$ cat src/rtl/icache_refill_ctrl_if.sv
// Bundle between the icache refill sequencer, the icache lines, the core fetch port and the memory arbiter.
// Signal prefixes follow the controller's view: i_ signals are driven into it, o_ signals are driven by it.
interface icache_refill_ctrl_if #(
    parameter int unsigned DATABITS = 32,
    parameter int unsigned ADDRBITS = 32,
    parameter int unsigned BANKNUM  = 4,
    parameter int unsigned TTLBITS  = 8
);
    logic [ADDRBITS-1:0]        i_icache_addr;
    logic                       i_icache_rdreq;
    logic [BANKNUM-1:0]         i_line_miss;
    logic [BANKNUM*TTLBITS-1:0] i_line_ttl;
    logic [DATABITS-1:0]        i_mem_data;
    logic                       i_mem_valid;
    logic [BANKNUM-1:0]         o_flush_mode;
    logic                       o_flush_we;
    logic [ADDRBITS-1:0]        o_flush_addr;
    logic [DATABITS-1:0]        o_flush_in;
    logic                       o_mem_rdreq;
    logic [ADDRBITS-1:0]        o_mem_addr;
    logic                       o_busy;

    modport master (
        input  i_icache_addr, i_icache_rdreq, i_line_miss, i_line_ttl, i_mem_data, i_mem_valid,
        output o_flush_mode, o_flush_we, o_flush_addr, o_flush_in, o_mem_rdreq, o_mem_addr, o_busy
    );

    modport slave (
        output i_icache_addr, i_icache_rdreq, i_line_miss, i_line_ttl, i_mem_data, i_mem_valid,
        input  o_flush_mode, o_flush_we, o_flush_addr, o_flush_in, o_mem_rdreq, o_mem_addr, o_busy
    );
endinterface

$ cat src/rtl/icache_refill_ctrl.sv
// Icache refill sequencer: on a miss in every line, evicts the highest-TTL line and burst-refills it.
// Define ICACHE_CRITICAL_WORD_FIRST_EN to start the burst at the missed word instead of word 0.
module icache_refill_ctrl #(
    parameter int unsigned DATABITS      = 32,
    parameter int unsigned ADDRBITS      = 32,
    parameter int unsigned CACHEADDRBITS = 5,
    parameter int unsigned BANKNUM       = 4,
    parameter int unsigned TTLBITS       = 8
) (
    input logic                 i_clk,
    input logic                 i_reset,
    icache_refill_ctrl_if.master bus
);
    localparam int unsigned SecBits = ADDRBITS - CACHEADDRBITS - 2;
    localparam int unsigned VicBits = (BANKNUM > 1) ? $clog2(BANKNUM) : 1;
    localparam int unsigned CntW    = CACHEADDRBITS + 1;

    typedef enum logic [1:0] {StIdle, StSelect, StFetch, StDone} state_e;

    state_e                   r_state;
    logic [SecBits-1:0]       r_section;
    logic [CACHEADDRBITS-1:0] r_w;
    logic [CntW-1:0]          r_cnt;
    logic [BANKNUM-1:0]       r_flush_mode;
    logic                     r_flush_we;
    logic [ADDRBITS-1:0]      r_flush_addr;
    logic [DATABITS-1:0]      r_flush_in;
    logic                     r_mem_rdreq;
    logic [ADDRBITS-1:0]      r_mem_addr;
    logic                     r_busy;

    logic [CACHEADDRBITS-1:0] w_w0;
    logic [VicBits-1:0]       w_victim;
    logic [TTLBITS-1:0]       w_max;
    logic [BANKNUM-1:0]       w_onehot;
    logic [ADDRBITS-1:0]      w_word_addr;
    logic                     w_unused_addr;

`ifdef ICACHE_CRITICAL_WORD_FIRST_EN
    assign w_w0          = bus.i_icache_addr[CACHEADDRBITS+1:2];
    assign w_unused_addr = ^bus.i_icache_addr[1:0];
`else
    assign w_w0          = '0;
    assign w_unused_addr = ^bus.i_icache_addr[CACHEADDRBITS+1:0];
`endif

    // Strict compare keeps the lowest index on ties.
    always_comb begin
        w_victim = '0;
        w_max    = bus.i_line_ttl[0 +: TTLBITS];
        for (int i = 1; i < BANKNUM; i++) begin
            if (bus.i_line_ttl[i*TTLBITS +: TTLBITS] > w_max) begin
                w_max    = bus.i_line_ttl[i*TTLBITS +: TTLBITS];
                w_victim = VicBits'(i);
            end
        end
    end

    assign w_onehot    = BANKNUM'(1) << w_victim;
    // Concatenation keeps the word offset from ever carrying into the section bits.
    assign w_word_addr = {r_section, r_w, 2'b00};

    always_ff @(posedge i_clk) begin
        if (i_reset) begin
            r_state      <= StIdle;
            r_section    <= '0;
            r_w          <= '0;
            r_cnt        <= '0;
            r_flush_mode <= '0;
            r_flush_we   <= 1'b0;
            r_flush_addr <= '0;
            r_flush_in   <= '0;
            r_mem_rdreq  <= 1'b0;
            r_mem_addr   <= '0;
            r_busy       <= 1'b0;
        end else begin
            case (r_state)
                StIdle: begin
                    if (bus.i_icache_rdreq && (&bus.i_line_miss)) begin
                        r_section <= bus.i_icache_addr[ADDRBITS-1:CACHEADDRBITS+2];
                        r_w       <= w_w0;
                        r_cnt     <= '0;
                        r_busy    <= 1'b1;
                        r_state   <= StSelect;
                    end
                end
                StSelect: begin
                    r_flush_mode <= w_onehot;
                    r_mem_rdreq  <= 1'b1;
                    r_mem_addr   <= w_word_addr;
                    r_state      <= StFetch;
                end
                StFetch: begin
                    if (r_mem_rdreq) begin
                        if (bus.i_mem_valid) begin
                            r_mem_rdreq  <= 1'b0;
                            r_flush_we   <= 1'b1;
                            r_flush_addr <= r_mem_addr;
                            r_flush_in   <= bus.i_mem_data;
                            r_w          <= r_w + CACHEADDRBITS'(1);
                            r_cnt        <= r_cnt + CntW'(1);
                        end
                    end else begin
                        // Write-pulse cycle: either re-request the next word or finish.
                        r_flush_we <= 1'b0;
                        if (r_cnt[CACHEADDRBITS]) begin
                            r_state <= StDone;
                        end else begin
                            r_mem_rdreq <= 1'b1;
                            r_mem_addr  <= w_word_addr;
                        end
                    end
                end
                StDone: begin
                    r_flush_mode <= '0;
                    r_busy       <= 1'b0;
                    r_state      <= StIdle;
                end
                default: r_state <= StIdle;
            endcase
        end
    end

    assign bus.o_flush_mode = r_flush_mode;
    assign bus.o_flush_we   = r_flush_we;
    assign bus.o_flush_addr = r_flush_addr;
    assign bus.o_flush_in   = r_flush_in;
    assign bus.o_mem_rdreq  = r_mem_rdreq;
    assign bus.o_mem_addr   = r_mem_addr;
    assign bus.o_busy       = r_busy;
endmodule

$ cat src/flat_wrapper.sv
// flat-port wrapper written by rule: the top's interface ports become plain ports
module icache_refill_ctrl_flat 
#(
    parameter int unsigned DATABITS      = 32,
    parameter int unsigned ADDRBITS      = 32,
    parameter int unsigned CACHEADDRBITS = 5,
    parameter int unsigned BANKNUM       = 4,
    parameter int unsigned TTLBITS       = 8
)
  (i_clk, i_reset, bus_i_icache_addr, bus_i_icache_rdreq, bus_i_line_miss, bus_i_line_ttl, bus_i_mem_data, bus_i_mem_valid, bus_o_flush_mode, bus_o_flush_we, bus_o_flush_addr, bus_o_flush_in, bus_o_mem_rdreq, bus_o_mem_addr, bus_o_busy);
  icache_refill_ctrl_if #(.DATABITS(DATABITS), .ADDRBITS(ADDRBITS), .BANKNUM(BANKNUM), .TTLBITS(TTLBITS)) bus_i ();
  input logic i_clk;
  input logic i_reset;
  input wire logic [$bits(bus_i.i_icache_addr)-1:0] bus_i_icache_addr;
  input wire logic [$bits(bus_i.i_icache_rdreq)-1:0] bus_i_icache_rdreq;
  input wire logic [$bits(bus_i.i_line_miss)-1:0] bus_i_line_miss;
  input wire logic [$bits(bus_i.i_line_ttl)-1:0] bus_i_line_ttl;
  input wire logic [$bits(bus_i.i_mem_data)-1:0] bus_i_mem_data;
  input wire logic [$bits(bus_i.i_mem_valid)-1:0] bus_i_mem_valid;
  output wire logic [$bits(bus_i.o_flush_mode)-1:0] bus_o_flush_mode;
  output wire logic [$bits(bus_i.o_flush_we)-1:0] bus_o_flush_we;
  output wire logic [$bits(bus_i.o_flush_addr)-1:0] bus_o_flush_addr;
  output wire logic [$bits(bus_i.o_flush_in)-1:0] bus_o_flush_in;
  output wire logic [$bits(bus_i.o_mem_rdreq)-1:0] bus_o_mem_rdreq;
  output wire logic [$bits(bus_i.o_mem_addr)-1:0] bus_o_mem_addr;
  output wire logic [$bits(bus_i.o_busy)-1:0] bus_o_busy;
  assign bus_i.i_icache_addr = bus_i_icache_addr;
  assign bus_i.i_icache_rdreq = bus_i_icache_rdreq;
  assign bus_i.i_line_miss = bus_i_line_miss;
  assign bus_i.i_line_ttl = bus_i_line_ttl;
  assign bus_i.i_mem_data = bus_i_mem_data;
  assign bus_i.i_mem_valid = bus_i_mem_valid;
  assign bus_o_flush_mode = bus_i.o_flush_mode;
  assign bus_o_flush_we = bus_i.o_flush_we;
  assign bus_o_flush_addr = bus_i.o_flush_addr;
  assign bus_o_flush_in = bus_i.o_flush_in;
  assign bus_o_mem_rdreq = bus_i.o_mem_rdreq;
  assign bus_o_mem_addr = bus_i.o_mem_addr;
  assign bus_o_busy = bus_i.o_busy;
  icache_refill_ctrl #(.DATABITS(DATABITS), .ADDRBITS(ADDRBITS), .CACHEADDRBITS(CACHEADDRBITS), .BANKNUM(BANKNUM), .TTLBITS(TTLBITS)) u_core (.i_clk(i_clk), .i_reset(i_reset), .bus(bus_i));
endmodule
$ cat config.mk
export PLATFORM = sky130hd
export DESIGN_NAME = icache_refill_ctrl_flat
export DESIGN_NICKNAME = d
export VERILOG_FILES = /design/src/rtl/icache_refill_ctrl_if.sv /design/src/rtl/icache_refill_ctrl.sv /design/src/flat_wrapper.sv
export SDC_FILE = /design/constraint.sdc
export NUM_CORES = 1
export LEC_CHECK = 0
export CAP_MARGIN = 15
export CELL_PAD_IN_SITES_DETAIL_PLACEMENT = 1
export CELL_PAD_IN_SITES_GLOBAL_PLACEMENT = 2
export CORE_ASPECT_RATIO = 1.75
export CORE_MARGIN = 5
export CORE_UTILIZATION = 25
export DETAILED_ROUTE_END_ITERATION = 12
export PLACE_DENSITY_LB_ADDON = 0.1
export SYNTH_ARGS = -nofsm -noshare
export SYNTH_HDL_FRONTEND = slang
export SYNTH_SLANG_ARGS = --single-unit
$ cat constraint.sdc
create_clock -name i_clk -period 5.5 [get_ports i_clk]
set_input_delay 0.825 -clock i_clk [delete_from_list [all_inputs] [get_ports i_clk]]
set_output_delay 0.825 -clock i_clk [all_outputs]
set_load 0.02 [all_outputs]
==> flow_results.xml, run 1 <==
<?xml version="1.0" encoding="UTF-8"?>
<metrics>
  <group name="clock_network">
    <metric name="tritoncts_clock_tree" unit="">built</metric>
    <metric name="htree_num_levels" unit="">4</metric>
    <metric name="worst_setup_hold_path_clk_slew" unit="ns">0.06</metric>
    <metric name="cts-root-to-sink-buffers" unit="">2</metric>
    <metric name="cts_sinks" unit="">137</metric>
    <metric name="cts-hold-fix-buffers" unit="">0</metric>
    <metric name="numCtsBuffers" unit="">17</metric>
    <metric name="cts_root_buffer" unit="">sky130_fd_sc_hd__clkbuf_16</metric>
    <metric name="clock_insertion_delay_worst_skew" unit="ns">0.42</metric>
  </group>
  <group name="synthesis">
    <metric name="ys_async_sr_fraction" unit="%">0</metric>
    <metric name="post_synth_fa_ha_maj_area_fraction" unit="%">6.43</metric>
    <metric name="synth-compound-area-share" unit="%">16.7</metric>
    <metric name="post_synth_and_or_nand_nor_area_fraction" unit="%">23.2</metric>
    <metric name="synth_top_family_by_area" unit="">simple AND/OR/NAND/NOR gates</metric>
    <metric name="yosys-top-cells-area" unit="">sky130_fd_sc_hd__dfxtp_1 (47%), sky130_fd_sc_hd__nand2_1 (16%), sky130_fd_sc_hd__a21oi_1 (11%)</metric>
    <metric name="avgSynthCellArea" unit="um2">7.89</metric>
    <metric name="synthesis.instances" unit="">740</metric>
    <metric name="synth_xor_xnor_area_share" unit="%">1.20</metric>
    <metric name="synth_edf_count" unit="">0</metric>
    <metric name="synth_mux_area_share" unit="%">0.536</metric>
    <metric name="yosysSeqAreaShare" unit="%">47.0</metric>
    <metric name="synth_cell_types" unit="">47</metric>
    <metric name="synth_top_cell_area_share" unit="%">47.0</metric>
    <metric name="yosys_most_used_dff" unit="">sky130_fd_sc_hd__dfxtp_1</metric>
    <metric name="yosys_warnings" unit="">0</metric>
    <metric name="netlist.top_cell.by_area" unit="">sky130_fd_sc_hd__dfxtp_1</metric>
    <metric name="postSynthRegisterBits" unit="">137</metric>
    <metric name="syn_area" unit="um2">5840</metric>
  </group>
  <group name="floorplanning">
    <metric name="die_height" unit="um">212</metric>
    <metric name="dieArea" unit="um2">26600</metric>
    <metric name="boundaryPins" unit="">207</metric>
    <metric name="initial_core_util" unit="%">25.2</metric>
    <metric name="floorplan.core_area" unit="um2">23100</metric>
    <metric name="row_count" unit="">74</metric>
    <metric name="die_width" unit="um">126</metric>
  </group>
  <group name="detailed_routing">
    <metric name="detail_route.wirelength" unit="um">19800</metric>
    <metric name="post_drt_via_cell_ratio" unit="">4.54</metric>
    <metric name="routed_wl_per_cell" unit="um">15.9</metric>
    <metric name="drtPass1Iterations" unit="">4</metric>
    <metric name="postRouteAntennaNets" unit="">0</metric>
    <metric name="drt-initial-drc-count" unit="">176</metric>
    <metric name="wl_met2" unit="um">11600</metric>
    <metric name="detailroute.via_count" unit="">5664</metric>
    <metric name="topRoutingLayerUsed" unit="">met4</metric>
    <metric name="met3RoutedLength" unit="um">873</metric>
    <metric name="drc_errors" unit="">0</metric>
    <metric name="detail_route.wirelength.met1" unit="um">6890</metric>
  </group>
  <group name="layout">
    <metric name="postLayoutCellArea" unit="um2">8690</metric>
    <metric name="proportion_of_layout_cells_with_a_drive_suffix_above_1" unit="%">7.20</metric>
    <metric name="area_growth" unit="%">48.9</metric>
    <metric name="nets" unit="">1067</metric>
    <metric name="antenna_cells" unit="">0</metric>
    <metric name="fillCellCount" unit="">2788</metric>
  </group>
  <group name="global_routing">
    <metric name="grt_pass1_vias" unit="">6177</metric>
    <metric name="grtUsageTotal" unit="%">15.3</metric>
    <metric name="globalRouteOverflowTotal" unit="">0</metric>
    <metric name="grt_pass1_wl" unit="um">32100</metric>
    <metric name="maximum_number_of_pins_on_one_net_before_global_route_repair" unit="">72</metric>
    <metric name="number_of_antenna_violations_at_the_first_check_in_global_routing" unit="">0</metric>
  </group>
  <group name="pwr">
    <metric name="powerDensity" unit="nW/um2">306</metric>
    <metric name="p_sw" unit="W">0.000806</metric>
    <metric name="comb_power_share" unit="%">22.4</metric>
    <metric name="power_switching_share" unit="%">30.3</metric>
    <metric name="leakage" unit="nW">3.03</metric>
    <metric name="p_seq_share" unit="%">39.1</metric>
    <metric name="p_clk_share" unit="%">38.4</metric>
    <metric name="highest_ir_drop_seen_on_vdd" unit="uV">199</metric>
    <metric name="internal-power" unit="W">0.00186</metric>
  </group>
  <group name="placed_design">
    <metric name="portBuffers" unit="">195</metric>
    <metric name="placed_cell_area" unit="um2">8160</metric>
    <metric name="dp_hpwl" unit="um">15000</metric>
    <metric name="gpl.final_weighted_congestion" unit="">0.774</metric>
  </group>
  <group name="sta">
    <metric name="grt_setup_unrepaired" unit="">false</metric>
    <metric name="final_hold_violation_count" unit="">0</metric>
    <metric name="period_minus_slack" unit="ns">5.15</metric>
    <metric name="period_utilization_post_route" unit="%">93.6</metric>
    <metric name="finalMaxSlewViolations" unit="">0</metric>
    <metric name="timing.clock.skew" unit="ns">0.00591</metric>
    <metric name="clock.fmax" unit="MHz">194</metric>
    <metric name="setup_viol_count_final" unit="">0</metric>
    <metric name="worst_slew_pin_slew" unit="ns">1.03</metric>
    <metric name="tns" unit="ns">0</metric>
    <metric name="timing.max_slew.rel_slack" unit="%">30.2</metric>
  </group>
  <group name="worst_setup_path">
    <metric name="setup_crit_start_kind" unit="">input pin</metric>
    <metric name="worstSetupEndpointType" unit="">flop</metric>
    <metric name="timing.reg2reg.worst_path_depth" unit="">7</metric>
    <metric name="timing.critical_path.mode_cell" unit="">sky130_fd_sc_hd__ha_1</metric>
    <metric name="crit_fanout" unit="">9</metric>
    <metric name="cp_max_delay_cell" unit="">sky130_fd_sc_hd__clkdlybuf4s50_1</metric>
    <metric name="cp.required" unit="ns">5.83</metric>
    <metric name="worstReg2RegStart" unit="">u_core.r_state[0]$_SDFFE_PP0P_</metric>
    <metric name="reg2reg_to" unit="">u_core.r_cnt[4]$_SDFFE_PP0P_</metric>
    <metric name="timing.reg2reg.setup_slack" unit="ns">2.70</metric>
    <metric name="cp_cell_sequence" unit="">clkdlybuf4s50_1, inv_1, ha_1, nor2b_1, o211a_1, o31ai_4, o21ai_0, and2_1, ha_1, a211oi_2, o2111a_1, buf_4, nor3_1, a31o_1, ha_1, nor2b_1, o211ai_1, a211oi_1, or3b_1, o31ai_1</metric>
    <metric name="delay_contributed_by_the_slowest_stage_of_the_critical_path" unit="ns">0.48</metric>
    <metric name="worst-setup-path-type" unit="">in -&gt; reg</metric>
    <metric name="cp.arrival" unit="ns">5.48</metric>
  </group>
  <group name="run_status">
    <metric name="outcome" unit="">finished clean</metric>
  </group>
  <group name="hold_path">
    <metric name="min_delay_path_depth" unit="">2</metric>
    <metric name="hp-class" unit="">reg -&gt; reg</metric>
    <metric name="hold_path_end" unit="">u_core.bus.o_flush_in[2]$_SDFFE_PP0P_</metric>
    <metric name="hold_path_startpoint" unit="">u_core.bus.o_flush_in[2]$_SDFFE_PP0P_</metric>
  </group>
  <group name="run">
    <metric name="maxCapViolations" unit="">0</metric>
  </group>
</metrics>
==> metrics by stage <==
step | instances | total power (W) | hold WS (ns) | utilization (%) | setup slack, ns
after floorplan | 743 | 0.00141 | 0.437 | - | 0.859
after global placement | 1217 | 0.00165 | 0.441 | 35.2 | -0.188
after detailed placement | 1217 | 0.00167 | 0.447 | 35.2 | -0.270
after CTS | 1247 | 0.00272 | 0.455 | 37.5 | 0.171
after global routing | 1248 | 0.00282 | 0.476 | 37.6 | 0.0383
final | 1248 | 0.00266 | 0.453 | 37.6 | 0.350
==> cell type report <==
cell class / instances / area, um2 / area share [%]
clock buffer: 22 / 474 / 5.46
clock inverter: 8 / 48.8 / 0.561
inverter: 17 / 63.8 / 0.734
multi-input combinational: 540 / 2850 / 32.7
sequential: 137 / 2740 / 31.6
tap: 304 / 380 / 4.38
timing repair buffer: 220 / 2140 / 24.6
==> state kept, by name (all words and copies together), names as in the netlist <==
signal                   cells
u_core.bus.o_flush_we        1
u_core.r_section            25
u_core.bus.o_flush_addr     30
u_core.bus.o_mem_rdreq       1
u_core.r_w                   5
u_core.r_state               2
u_core.bus.o_flush_mode      4
u_core.bus.o_mem_addr       30
u_core.bus.o_busy            1
u_core.r_cnt                 6
u_core.bus.o_flush_in       32
==> power by group through the flow <==
| stage | Clock, W | Combinational [W] | Sequential, W |
|---|---|---|---|
| floorplan | 0 | 0.000342 | 0.00107 |
| global placement | 0 | 0.000590 | 0.00106 |
| detailed placement | 0 | 0.000608 | 0.00106 |
| CTS | 0.00107 | 0.000611 | 0.00104 |
| global route | 0.00111 | 0.000668 | 0.00105 |
| finish | 0.00102 | 0.000597 | 0.00104 |
==> cell families (layout without fill, tap and decap cells) <==
| family | count (synthesis) | in the layout |
|---|---|---|
| buffers and inverters | 66 | 267 |
| other | 1 | 4 |
| AO/OA/AOI/OAI | 172 | 172 |
| AND/OR/NAND/NOR | 323 | 323 |
| XOR/XNOR | 8 | 8 |
| adder cells (fa/ha/maj) | 30 | 30 |
| flip-flops | 137 | 137 |
| multiplexers | 3 | 3 |
==> cell usage in the layout, fill, tap and decap left out, types with 2 or more instances in the layout <==
| cell type | synthesis | layout |
|---|---|---|
| sky130_fd_sc_hd__clkbuf_8 | 0 | 3 |
| sky130_fd_sc_hd__nor3_1 | 9 | 9 |
| sky130_fd_sc_hd__clkdlybuf4s50_1 | 0 | 194 |
| sky130_fd_sc_hd__o211ai_1 | 4 | 4 |
| sky130_fd_sc_hd__clkinvlp_4 | 0 | 2 |
| sky130_fd_sc_hd__ha_1 | 30 | 30 |
| sky130_fd_sc_hd__nor2b_1 | 5 | 5 |
| sky130_fd_sc_hd__buf_4 | 7 | 26 |
| sky130_fd_sc_hd__o21ai_0 | 12 | 12 |
| sky130_fd_sc_hd__a31o_1 | 7 | 7 |
| sky130_fd_sc_hd__inv_1 | 16 | 16 |
| sky130_fd_sc_hd__o31ai_1 | 2 | 2 |
| sky130_fd_sc_hd__a21oi_1 | 130 | 130 |
| sky130_fd_sc_hd__nand4_1 | 8 | 8 |
| sky130_fd_sc_hd__clkbuf_1 | 30 | 2 |
| sky130_fd_sc_hd__or3_1 | 2 | 2 |
| sky130_fd_sc_hd__and2_1 | 10 | 10 |
| sky130_fd_sc_hd__a211oi_1 | 4 | 3 |
| sky130_fd_sc_hd__xor2_1 | 8 | 8 |
| sky130_fd_sc_hd__nand3_1 | 14 | 14 |
| sky130_fd_sc_hd__nor2_1 | 19 | 19 |
| sky130_fd_sc_hd__o21ai_1 | 2 | 2 |
| sky130_fd_sc_hd__nand2_1 | 246 | 246 |
| sky130_fd_sc_hd__dfxtp_1 | 137 | 137 |
| sky130_fd_sc_hd__clkbuf_16 | 0 | 17 |
| sky130_fd_sc_hd__conb_1 | 1 | 4 |
| sky130_fd_sc_hd__clkinv_2 | 0 | 5 |
==> worst max path at each step <==
stage | startpoint | end | slack (ns) | cells past startpoint
floorplan | bus_i_line_ttl[1] | u_core.bus.o_flush_mode[0]$_SDFFE_PP0P_ | 0.86 | 21
global placement | bus_i_line_ttl[5] | u_core.bus.o_flush_mode[0]$_SDFFE_PP0P_ | -0.19 | 21
detailed placement | bus_i_line_ttl[5] | u_core.bus.o_flush_mode[1]$_SDFFE_PP0P_ | -0.27 | 21
CTS | bus_i_line_ttl[5] | u_core.bus.o_flush_mode[1]$_SDFFE_PP0P_ | 0.17 | 21
global route | bus_i_line_ttl[7] | u_core.bus.o_flush_mode[1]$_SDFFE_PP0P_ | 0.04 | 21
finish | bus_i_line_ttl[1] | u_core.bus.o_flush_mode[1]$_SDFFE_PP0P_ | 0.35 | 20
==> layer usage <==
metal / vias up / global-route usage [%]
li1: 2839 / -
met1: 2683 / 14.1
met2: 115 / 31.1
met3: 27 / 4.02
met4: 0 / 6.18
met5: - / 0
==> cells in the mapped netlist, drive strengths merged (2+ instances only) <==
| library cell | count |
|---|---|
| nand3 | 16 |
| buf | 19 |
| clkbuf | 30 |
| o31ai | 3 |
| nor3 | 10 |
| mux2i | 2 |
| xor2 | 8 |
| nand4 | 8 |
| nand2 | 246 |
| dfxtp | 137 |
| inv | 17 |
| a31o | 8 |
| and2 | 10 |
| nor2b | 5 |
| a211oi | 4 |
| a21oi | 130 |
| or3 | 2 |
| o211ai | 4 |
| nor2 | 19 |
| and3 | 2 |
| ha | 30 |
| or2 | 2 |
| o21ai | 16 |
==> timing repair <==
item	in CTS	in global routing
buffers inserted	0	1
gates resized for setup	0	2
setup endpoints to repair	0	3
==> worst max-delay path: cells and delay by family <==
kind,cells,cell delay (ns)
AO/OA/AOI/OAI,9,2.16
AND/OR/NAND/NOR,5,0.90
adder cells (fa/ha/maj),3,0.89
buffers and inverters,3,0.70
(Power assumes the default switching activity.)
==> run 2: changes to the inputs <==
- HOLD_SLACK_MARGIN: default -> 0.03
==> results of run 2 <==
Same layout as run 1: the final DEF is identical, and so are final timing and power.
==> run 3: changes to the inputs <==
- HOLD_SLACK_MARGIN: 0.03 -> default
==> results of run 3 <==
Same layout as run 1: the final DEF is identical, and so are final timing and power.
